**src/rtl/spi_flash_reader_pkg.sv**
```systemverilog
// Shared definitions for the SPI flash read controller: widths, the READ opcode,
// FSM state encoding and an address byte selector.
package spi_flash_reader_pkg;

    localparam int ADDR_W = 24;
    localparam int LEN_W  = 16;

    localparam logic [7:0] READ_CMD = 8'h03;

    localparam logic [2:0] ST_IDLE  = 3'd0;
    localparam logic [2:0] ST_CMD   = 3'd1;
    localparam logic [2:0] ST_ADDR  = 3'd2;
    localparam logic [2:0] ST_DATA  = 3'd3;
    localparam logic [2:0] ST_STALL = 3'd4;
    localparam logic [2:0] ST_GAP   = 3'd5;

    // Byte idx of the address in transmit order (0 = most significant).
    function automatic logic [7:0] addr_byte(input logic [ADDR_W-1:0] addr, input logic [1:0] idx);
        logic [7:0] b;
        case (idx)
            2'd0:    b = addr[23:16];
            2'd1:    b = addr[15:8];
            2'd2:    b = addr[7:0];
            default: b = 8'h00;
        endcase
        return b;
    endfunction

endpackage

```
**src/rtl/spi_flash_reader_shift.sv**
```systemverilog
// SCK divider plus 8-bit shift register (mode 0, MSB first). start begins a byte
// when idle, and when held during byte_end chains the next byte without an SCK gap.
module spi_shift_engine #(
    parameter int CLK_DIV = 2
) (
    input  logic       clk,
    input  logic       rst_n,
    input  logic       start,
    input  logic [7:0] tx_byte,
    input  logic       miso,
    output logic       sck,
    output logic       mosi,
    output logic       rx_done,
    output logic       byte_end,
    output logic [7:0] rx_word,
    output logic [7:0] rx_hold
);

    localparam logic [7:0] DIV_LOAD = 8'(CLK_DIV - 1);

    logic       active_r;
    logic       sck_r;
    logic       mosi_r;
    logic [7:0] div_r;
    logic [2:0] bit_r;
    logic [7:0] sr_r;
    logic       phase_end_s;

    assign phase_end_s = active_r && (div_r == 8'd0);
    assign rx_done     = phase_end_s && !sck_r && (bit_r == 3'd7);
    assign byte_end    = phase_end_s && sck_r && (bit_r == 3'd7);
    // Completed byte as it is sampled, and as it rests in the register afterwards.
    assign rx_word     = {sr_r[6:0], miso};
    assign rx_hold     = sr_r;
    assign sck         = sck_r;
    assign mosi        = mosi_r;

    // Phase timing, MISO capture on the rising phase, MOSI update on the falling phase.
    always_ff @(posedge clk or negedge rst_n) begin
        if (!rst_n) begin
            active_r <= 1'b0;
            sck_r    <= 1'b0;
            mosi_r   <= 1'b0;
            div_r    <= 8'd0;
            bit_r    <= 3'd0;
            sr_r     <= 8'h00;
        end else if (!active_r) begin
            if (start) begin
                active_r <= 1'b1;
                sr_r     <= tx_byte;
                mosi_r   <= tx_byte[7];
                div_r    <= DIV_LOAD;
                bit_r    <= 3'd0;
            end
        end else if (div_r != 8'd0) begin
            div_r <= div_r - 8'd1;
        end else begin
            div_r <= DIV_LOAD;
            if (!sck_r) begin
                sck_r <= 1'b1;
                sr_r  <= {sr_r[6:0], miso};
            end else begin
                sck_r <= 1'b0;
                if (bit_r != 3'd7) begin
                    bit_r  <= bit_r + 3'd1;
                    mosi_r <= sr_r[7];
                end else if (start) begin
                    bit_r  <= 3'd0;
                    sr_r   <= tx_byte;
                    mosi_r <= tx_byte[7];
                end else begin
                    active_r <= 1'b0;
                    mosi_r   <= 1'b0;
                end
            end
        end
    end

endmodule

```
**src/rtl/spi_flash_reader.sv**
```systemverilog
// SPI flash READ (0x03) controller: sequences command, address and data bytes
// through the shift engine and hands bytes out on a valid/ready port.
module spi_flash_reader
    import spi_flash_reader_pkg::*;
#(
    parameter int CLK_DIV = 2,
    parameter int CS_GAP  = 2
) (
    input  logic              clk,
    input  logic              rst_n,
    input  logic              req_valid,
    output logic              req_ready,
    input  logic [ADDR_W-1:0] req_addr,
    input  logic [LEN_W-1:0]  req_len,
    output logic [7:0]        data_out,
    output logic              data_valid,
    input  logic              data_ready,
    output logic              busy,
    output logic              spi_cs_n,
    output logic              spi_sck,
    output logic              spi_mosi,
    input  logic              spi_miso
);

    localparam logic [15:0] GAP_LOAD = 16'(CS_GAP - 1);

    logic [2:0]        state_r, state_n;
    logic [ADDR_W-1:0] addr_r, addr_n;
    logic [LEN_W-1:0]  cnt_r, cnt_n;
    logic [1:0]        idx_r, idx_n;
    logic [15:0]       gap_r, gap_n;
    logic              pend_r, pend_n;
    logic [7:0]        data_out_r, dout_n;
    logic              data_valid_r, dv_n;
    logic              req_ready_r;
    logic              busy_r;
    logic              cs_n_r;

    logic              accept_s;
    logic              consume_s;
    logic              slot_free_s;
    logic              load_pend_s;
    logic              eng_start_s;
    logic [7:0]        eng_tx_s;
    logic              eng_rx_done_s;
    logic              eng_byte_end_s;
    logic [7:0]        eng_rx_word_s;
    logic [7:0]        eng_rx_hold_s;

    spi_shift_engine #(.CLK_DIV(CLK_DIV)) u_shift (
        .clk      (clk),
        .rst_n    (rst_n),
        .start    (eng_start_s),
        .tx_byte  (eng_tx_s),
        .miso     (spi_miso),
        .sck      (spi_sck),
        .mosi     (spi_mosi),
        .rx_done  (eng_rx_done_s),
        .byte_end (eng_byte_end_s),
        .rx_word  (eng_rx_word_s),
        .rx_hold  (eng_rx_hold_s)
    );

    assign accept_s    = req_valid && req_ready_r;
    assign consume_s   = data_valid_r && data_ready;
    assign slot_free_s = !data_valid_r || data_ready;
    // A byte parked in the shift register moves out as soon as the output slot frees.
    assign load_pend_s = pend_r && slot_free_s;

    // Next-state, output-buffer and engine-control decode.
    always_comb begin
        state_n     = state_r;
        addr_n      = addr_r;
        cnt_n       = cnt_r;
        idx_n       = idx_r;
        gap_n       = gap_r;
        pend_n      = pend_r;
        dout_n      = data_out_r;
        dv_n        = data_valid_r && !consume_s;
        eng_start_s = 1'b0;
        eng_tx_s    = 8'h00;
        case (state_r)
            ST_IDLE: begin
                if (accept_s && (req_len != 16'd0)) begin
                    state_n     = ST_CMD;
                    addr_n      = req_addr;
                    cnt_n       = req_len;
                    idx_n       = 2'd0;
                    eng_start_s = 1'b1;
                    eng_tx_s    = READ_CMD;
                end else begin
                    state_n = ST_IDLE;
                end
            end
            ST_CMD: begin
                if (eng_byte_end_s) begin
                    state_n     = ST_ADDR;
                    idx_n       = 2'd0;
                    eng_start_s = 1'b1;
                    eng_tx_s    = addr_byte(addr_r, 2'd0);
                end else begin
                    state_n = ST_CMD;
                end
            end
            ST_ADDR: begin
                if (eng_byte_end_s && (idx_r == 2'd2)) begin
                    state_n     = ST_DATA;
                    idx_n       = 2'd0;
                    eng_start_s = 1'b1;
                end else if (eng_byte_end_s) begin
                    idx_n       = idx_r + 2'd1;
                    eng_start_s = 1'b1;
                    eng_tx_s    = addr_byte(addr_r, idx_r + 2'd1);
                end else begin
                    state_n = ST_ADDR;
                end
            end
            ST_DATA: begin
                if (eng_rx_done_s) begin
                    cnt_n = cnt_r - 16'd1;
                    if (slot_free_s) begin
                        dout_n = eng_rx_word_s;
                        dv_n   = 1'b1;
                    end else begin
                        pend_n = 1'b1;
                    end
                end else if (load_pend_s) begin
                    dout_n = eng_rx_hold_s;
                    dv_n   = 1'b1;
                    pend_n = 1'b0;
                end else begin
                    cnt_n = cnt_r;
                end
                // Continue only if the engine's register is free for the next byte.
                if (eng_byte_end_s) begin
                    if (pend_n) begin
                        state_n = ST_STALL;
                    end else if (cnt_r == 16'd0) begin
                        state_n = ST_GAP;
                        gap_n   = GAP_LOAD;
                    end else begin
                        eng_start_s = 1'b1;
                    end
                end else begin
                    state_n = ST_DATA;
                end
            end
            ST_STALL: begin
                if (load_pend_s) begin
                    dout_n = eng_rx_hold_s;
                    dv_n   = 1'b1;
                    pend_n = 1'b0;
                    if (cnt_r == 16'd0) begin
                        state_n = ST_GAP;
                        gap_n   = GAP_LOAD;
                    end else begin
                        state_n     = ST_DATA;
                        eng_start_s = 1'b1;
                    end
                end else begin
                    state_n = ST_STALL;
                end
            end
            ST_GAP: begin
                if (gap_r == 16'd0) begin
                    state_n = ST_IDLE;
                end else begin
                    gap_n = gap_r - 16'd1;
                end
            end
            default: begin
                state_n = ST_IDLE;
            end
        endcase
    end

    // State, counters and registered interface outputs.
    always_ff @(posedge clk or negedge rst_n) begin
        if (!rst_n) begin
            state_r      <= ST_IDLE;
            addr_r       <= 24'h000000;
            cnt_r        <= 16'd0;
            idx_r        <= 2'd0;
            gap_r        <= 16'd0;
            pend_r       <= 1'b0;
            data_out_r   <= 8'h00;
            data_valid_r <= 1'b0;
            req_ready_r  <= 1'b1;
            busy_r       <= 1'b0;
            cs_n_r       <= 1'b1;
        end else begin
            state_r      <= state_n;
            addr_r       <= addr_n;
            cnt_r        <= cnt_n;
            idx_r        <= idx_n;
            gap_r        <= gap_n;
            pend_r       <= pend_n;
            data_out_r   <= dout_n;
            data_valid_r <= dv_n;
            req_ready_r  <= (state_n == ST_IDLE) && !dv_n;
            busy_r       <= (state_n != ST_IDLE);
            cs_n_r       <= (state_n == ST_IDLE) || (state_n == ST_GAP);
        end
    end

    assign req_ready  = req_ready_r;
    assign data_out   = data_out_r;
    assign data_valid = data_valid_r;
    assign busy       = busy_r;
    assign spi_cs_n   = cs_n_r;

endmodule

```
**config.mk**
```make
export PLATFORM = sky130hd
export DESIGN_NAME = spi_flash_reader
export DESIGN_NICKNAME = d
export VERILOG_FILES = /design/src/rtl/spi_flash_reader_pkg.sv /design/src/rtl/spi_flash_reader_shift.sv /design/src/rtl/spi_flash_reader.sv
export SDC_FILE = /design/constraint.sdc
export NUM_CORES = 1
export LEC_CHECK = 0
export CAP_MARGIN = 20
export CELL_PAD_IN_SITES_DETAIL_PLACEMENT = 0
export CELL_PAD_IN_SITES_GLOBAL_PLACEMENT = 1
export CORE_AREA = 2 2 121 123
export DETAILED_ROUTE_END_ITERATION = 7
export DIE_AREA = 0 0 123 125
export DONT_BUFFER_PORTS = 1
export GPL_ROUTABILITY_DRIVEN = 0
export PLACE_DENSITY_LB_ADDON = 0.1
export RECOVER_POWER = 100
export SETUP_SLACK_MARGIN = 0.5
export SLEW_MARGIN = 5
export SYNTH_ARGS = -nofsm -noshare
export SYNTH_HDL_FRONTEND = slang
export SYNTH_SLANG_ARGS = --single-unit
```
**constraint.sdc**
```tcl
create_clock -name clk -period 7.84 [get_ports clk]
set_clock_uncertainty 0.1 [all_clocks]
set_input_delay 1.176 -clock clk [delete_from_list [all_inputs] [get_ports clk]]
set_output_delay 1.176 -clock clk [all_outputs]
set_load 0.005 [all_outputs]
```
==> impl_results.md <==
* CTS resizes at 0
* Clock share of power at roughly a third
* Hold WC Path Type: flip-flop to flip-flop
* Outcome: completed
* P_sw at ~0.00042 W
* Post-CTS setup buffer count at 0
* Pwr dens at roughly 250 nW/um2
* FF+latch area at approximately 2400 um2
* Top FF cell, synth: dfrtp_1
* Clock tree buffer depth at 2
* Synth Warn # at 0
* #FFs+latches synth at 96
* Wire length per cell at between 15 and 20 um
* # fillers at ~1.5k
* Distinct cell type count of the synthesized netlist at between 60 and 70
* Most frequent cells in the layout: dfrtp_1, nor2_1, nand2_1, o21ai_0, a21oi_1
* Layout area overhead at 8.18%
* Number of port buffers at 0
* Initial antenna violation count at 0
* Seq pwr share at between 50% and 60%
* Die height at approximately 130 um
* I/O Pins at 59
* Share of cells above drive strength 1 at under 10%
* Place WS at 4210 ps
* Core area at approximately 14000 um2
* Via density per instance at about 5.6
* Hold Fails Final Rpt at 0
* Via count at 4137
* CP endpoint kind: flip-flop
* Utilization after layout at 39.9%
* Mean post-synth cell area at 9.38 um2
* EDFF count, synth at 0
* Routed wire length at between 10000 and 15000 um
* Pin slew with the least headroom to its limit at between 1000 and 1500 ps
* Gate power share at 16.3%
* RSZ-0062 raised after global routing: false
* First-pass GRT wire length at roughly 22000 um
* CTS Sinks at between 90 and 100
* Rows at 44
* Final #Nets at 602
* Drt drc at 0
* Gr ovfl total at 0
* Number of buffers created by CTS at 9
* Vias in the first global route at ~4.1k
* Die area at 15400 um2
* Slew Limit Fails at 0
* CTS tree: done
* Worst EP arrival at 4070 ps
* Hold_buf cts at 0
* # diodes at 0
* Die Width at ~120 um
* Maximum VDD drop at 0.000140 V
* CTS H-Tree Depth at 3
* Final worst path period share at 50.1%
* DP Wirelength at 9180 um
* Worst skew pair latency at between 300 and 400 ps
* Starting DRT DRC Count at between 200 and 300
* Synth Instances at ~560
* Worst-path clk slew at roughly 70 ps
* TNS Setup at 0 ps
* Pint at a little under 0.001 W
* Leak pwr at 2.36 nW
* Min cycle time layout at 3930 ps
* Area of the multi-input gates at 2610 um2
* Clk root buf: clkbuf_16
* Drt pass-1 iters at 5
* Fraction of registers with async set/reset at 100%
* Slew headroom at 4.97%
* Max-cap check violation count at 0
* Synthesized Nets at 612
* Req. time, crit path at 7980 ps
* Crit start category: primary input
* Final setup fails at 0
* Post-synthesis sequential area ratio at about 46%
* Sw Ratio at roughly 30%
* WS Path Type: primary input to flip-flop
* CP max FO at 28
* Most common cell after layout, fill and taps aside: dfrtp_1
* Initial Utilization at 36.8%
* GRT Total Usage at 17.7%
* Final WS setup at 3910 ps
* Total chip power at between 0.001 and 0.0015 W
* Largest net degree at the start of global routing at 97
* Post-DRT Antenna Nets at 0
* Mapped cell area at around 5200 um2
* Fmax at roughly 0.25 GHz
layout make-up:
class	instances	share of cell area, %
clock buffer	9	3.98
clock inverter	7	1.59
inverter	14	0.928
multi-input combinational	422	46.1
sequential	96	42.5
tap	184	4.07
timing repair buffer	5	0.840
critical path, cell delays in order:
cell and delay, ps:
nor4_1 440, nand4_1 220, and4_1 240, clkbuf_1 560
nor2_1 680, clkbuf_1 450, a21oi_1 90, o22a_1 210
Yosys cell counts (3+ instances only):
| cell type | count | area share [%] |
|---|---|---|
| a21oi_1 | 37 | 3.5 |
| a22oi_1 | 12 | 1.7 |
| a31oi_1 | 7 | 0.84 |
| and2_1 | 4 | 0.48 |
| and3_1 | 3 | 0.36 |
| buf_1 | 5 | 0.36 |
| clkbuf_1 | 18 | 1.3 |
| dfrtp_1 | 94 | 45 |
| ha_1 | 9 | 2.2 |
| inv_1 | 14 | 1.0 |
| mux2_2 | 24 | 5.2 |
| nand2_1 | 56 | 4.0 |
| nand3_1 | 12 | 1.1 |
| nand4_1 | 8 | 0.96 |
| nor2_1 | 57 | 4.1 |
| nor2b_1 | 8 | 0.96 |
| nor3_1 | 16 | 1.5 |
| nor3b_1 | 5 | 0.72 |
| nor4_1 | 10 | 1.2 |
| nor4b_1 | 3 | 0.50 |
| o211ai_1 | 8 | 1.1 |
| o21ai_0 | 53 | 5.1 |
| o22a_1 | 3 | 0.50 |
| o22ai_1 | 12 | 1.4 |
| o2bb2ai_1 | 5 | 0.84 |
| o31ai_1 | 4 | 0.57 |
| or2_2 | 3 | 0.36 |
| or3_1 | 12 | 1.4 |
| or4_1 | 6 | 0.86 |
| xor2_1 | 6 | 1.0 |
cells by family (layout without fill, tap and decap cells):
| logic type | count (synthesis) | count (layout) | share of synthesized area [%] |
|---|---|---|---|
| adders and majority gates | 9 | 9 | 2.15 |
| xor gates and xnor gates | 7 | 7 | 1.17 |
| DFF | 96 | 96 | 45.9 |
| buffers and inverters | 40 | 35 | 3.18 |
| AOI/OAI and AO/OA | 163 | 163 | 19.8 |
| muxes | 25 | 25 | 5.36 |
| and+or+nand+nor | 218 | 218 | 22.4 |
through the flow:
step | hold WS, ps | cell area, um2 | instances
2_1_floorplan | 341 | 5230 | 558
3_3_place_gp | 362 | 5370 | 718
3_5_place_dp | 367 | 5380 | 719
4_1_cts | 383 | 5690 | 735
5_1_grt | 395 | 5660 | 737
6_report | 381 | 5660 | 737
flip-flops by register name, summed over array words and instances (netlist names), 2 cells and up:
signal and cells:
cnt_r 16, data_out 8, state_r 3, u_shift.div_r 8
u_shift.rx_hold 8, gap_r 16, addr_r 24, u_shift.bit_r 3
idx_r 2
power by group through the flow:
stage                     registers [W]  clock network (W)  logic, W
after global routing           0.000727           0.000502  0.000266
after global placement         0.000716                  0  0.000232
after CTS                      0.000710           0.000482  0.000237
after floorplan                0.000686                  0  0.000209
final                          0.000708           0.000467  0.000229
after detailed placement       0.000719                  0  0.000237
path summary, 6_finish.rpt:
check / startpoint / endpoint / slack, ps / cells after the start
max in group asynchronous: rst_n / spi_cs_n$_DFF_PN1_ / 7020 / 0
max: req_len[7] / cnt_r[12]$_DFFE_PN0P_ / 3910 / 8
max reg2reg: u_shift.div_r[0]$_DFFE_PN0P_ / u_shift.div_r[2]$_DFFE_PN0P_ / 4220 / 9
min in group asynchronous: rst_n / gap_r[7]$_DFFE_PN0P_ / 410 / 0
min: cnt_r[14]$_DFFE_PN0P_ / cnt_r[14]$_DFFE_PN0P_ / 380 / 2
min reg2reg: cnt_r[14]$_DFFE_PN0P_ / cnt_r[14]$_DFFE_PN0P_ / 380 / 2
layer usage:
metal / part of all wire (%) / wire length [um] / vias to the layer above / global-route usage (%)
met5: 0 / 0 / - / 0
met4: 1.1 / 145 / 0 / 4.41
met3: 6.0 / 780 / 12 / 5.79
met2: 45 / 5850 / 89 / 27.0
met1: 48 / 6180 / 2010 / 24.2
li1: - / - / 2026 / -
Power figures use the tool's default switching activity.
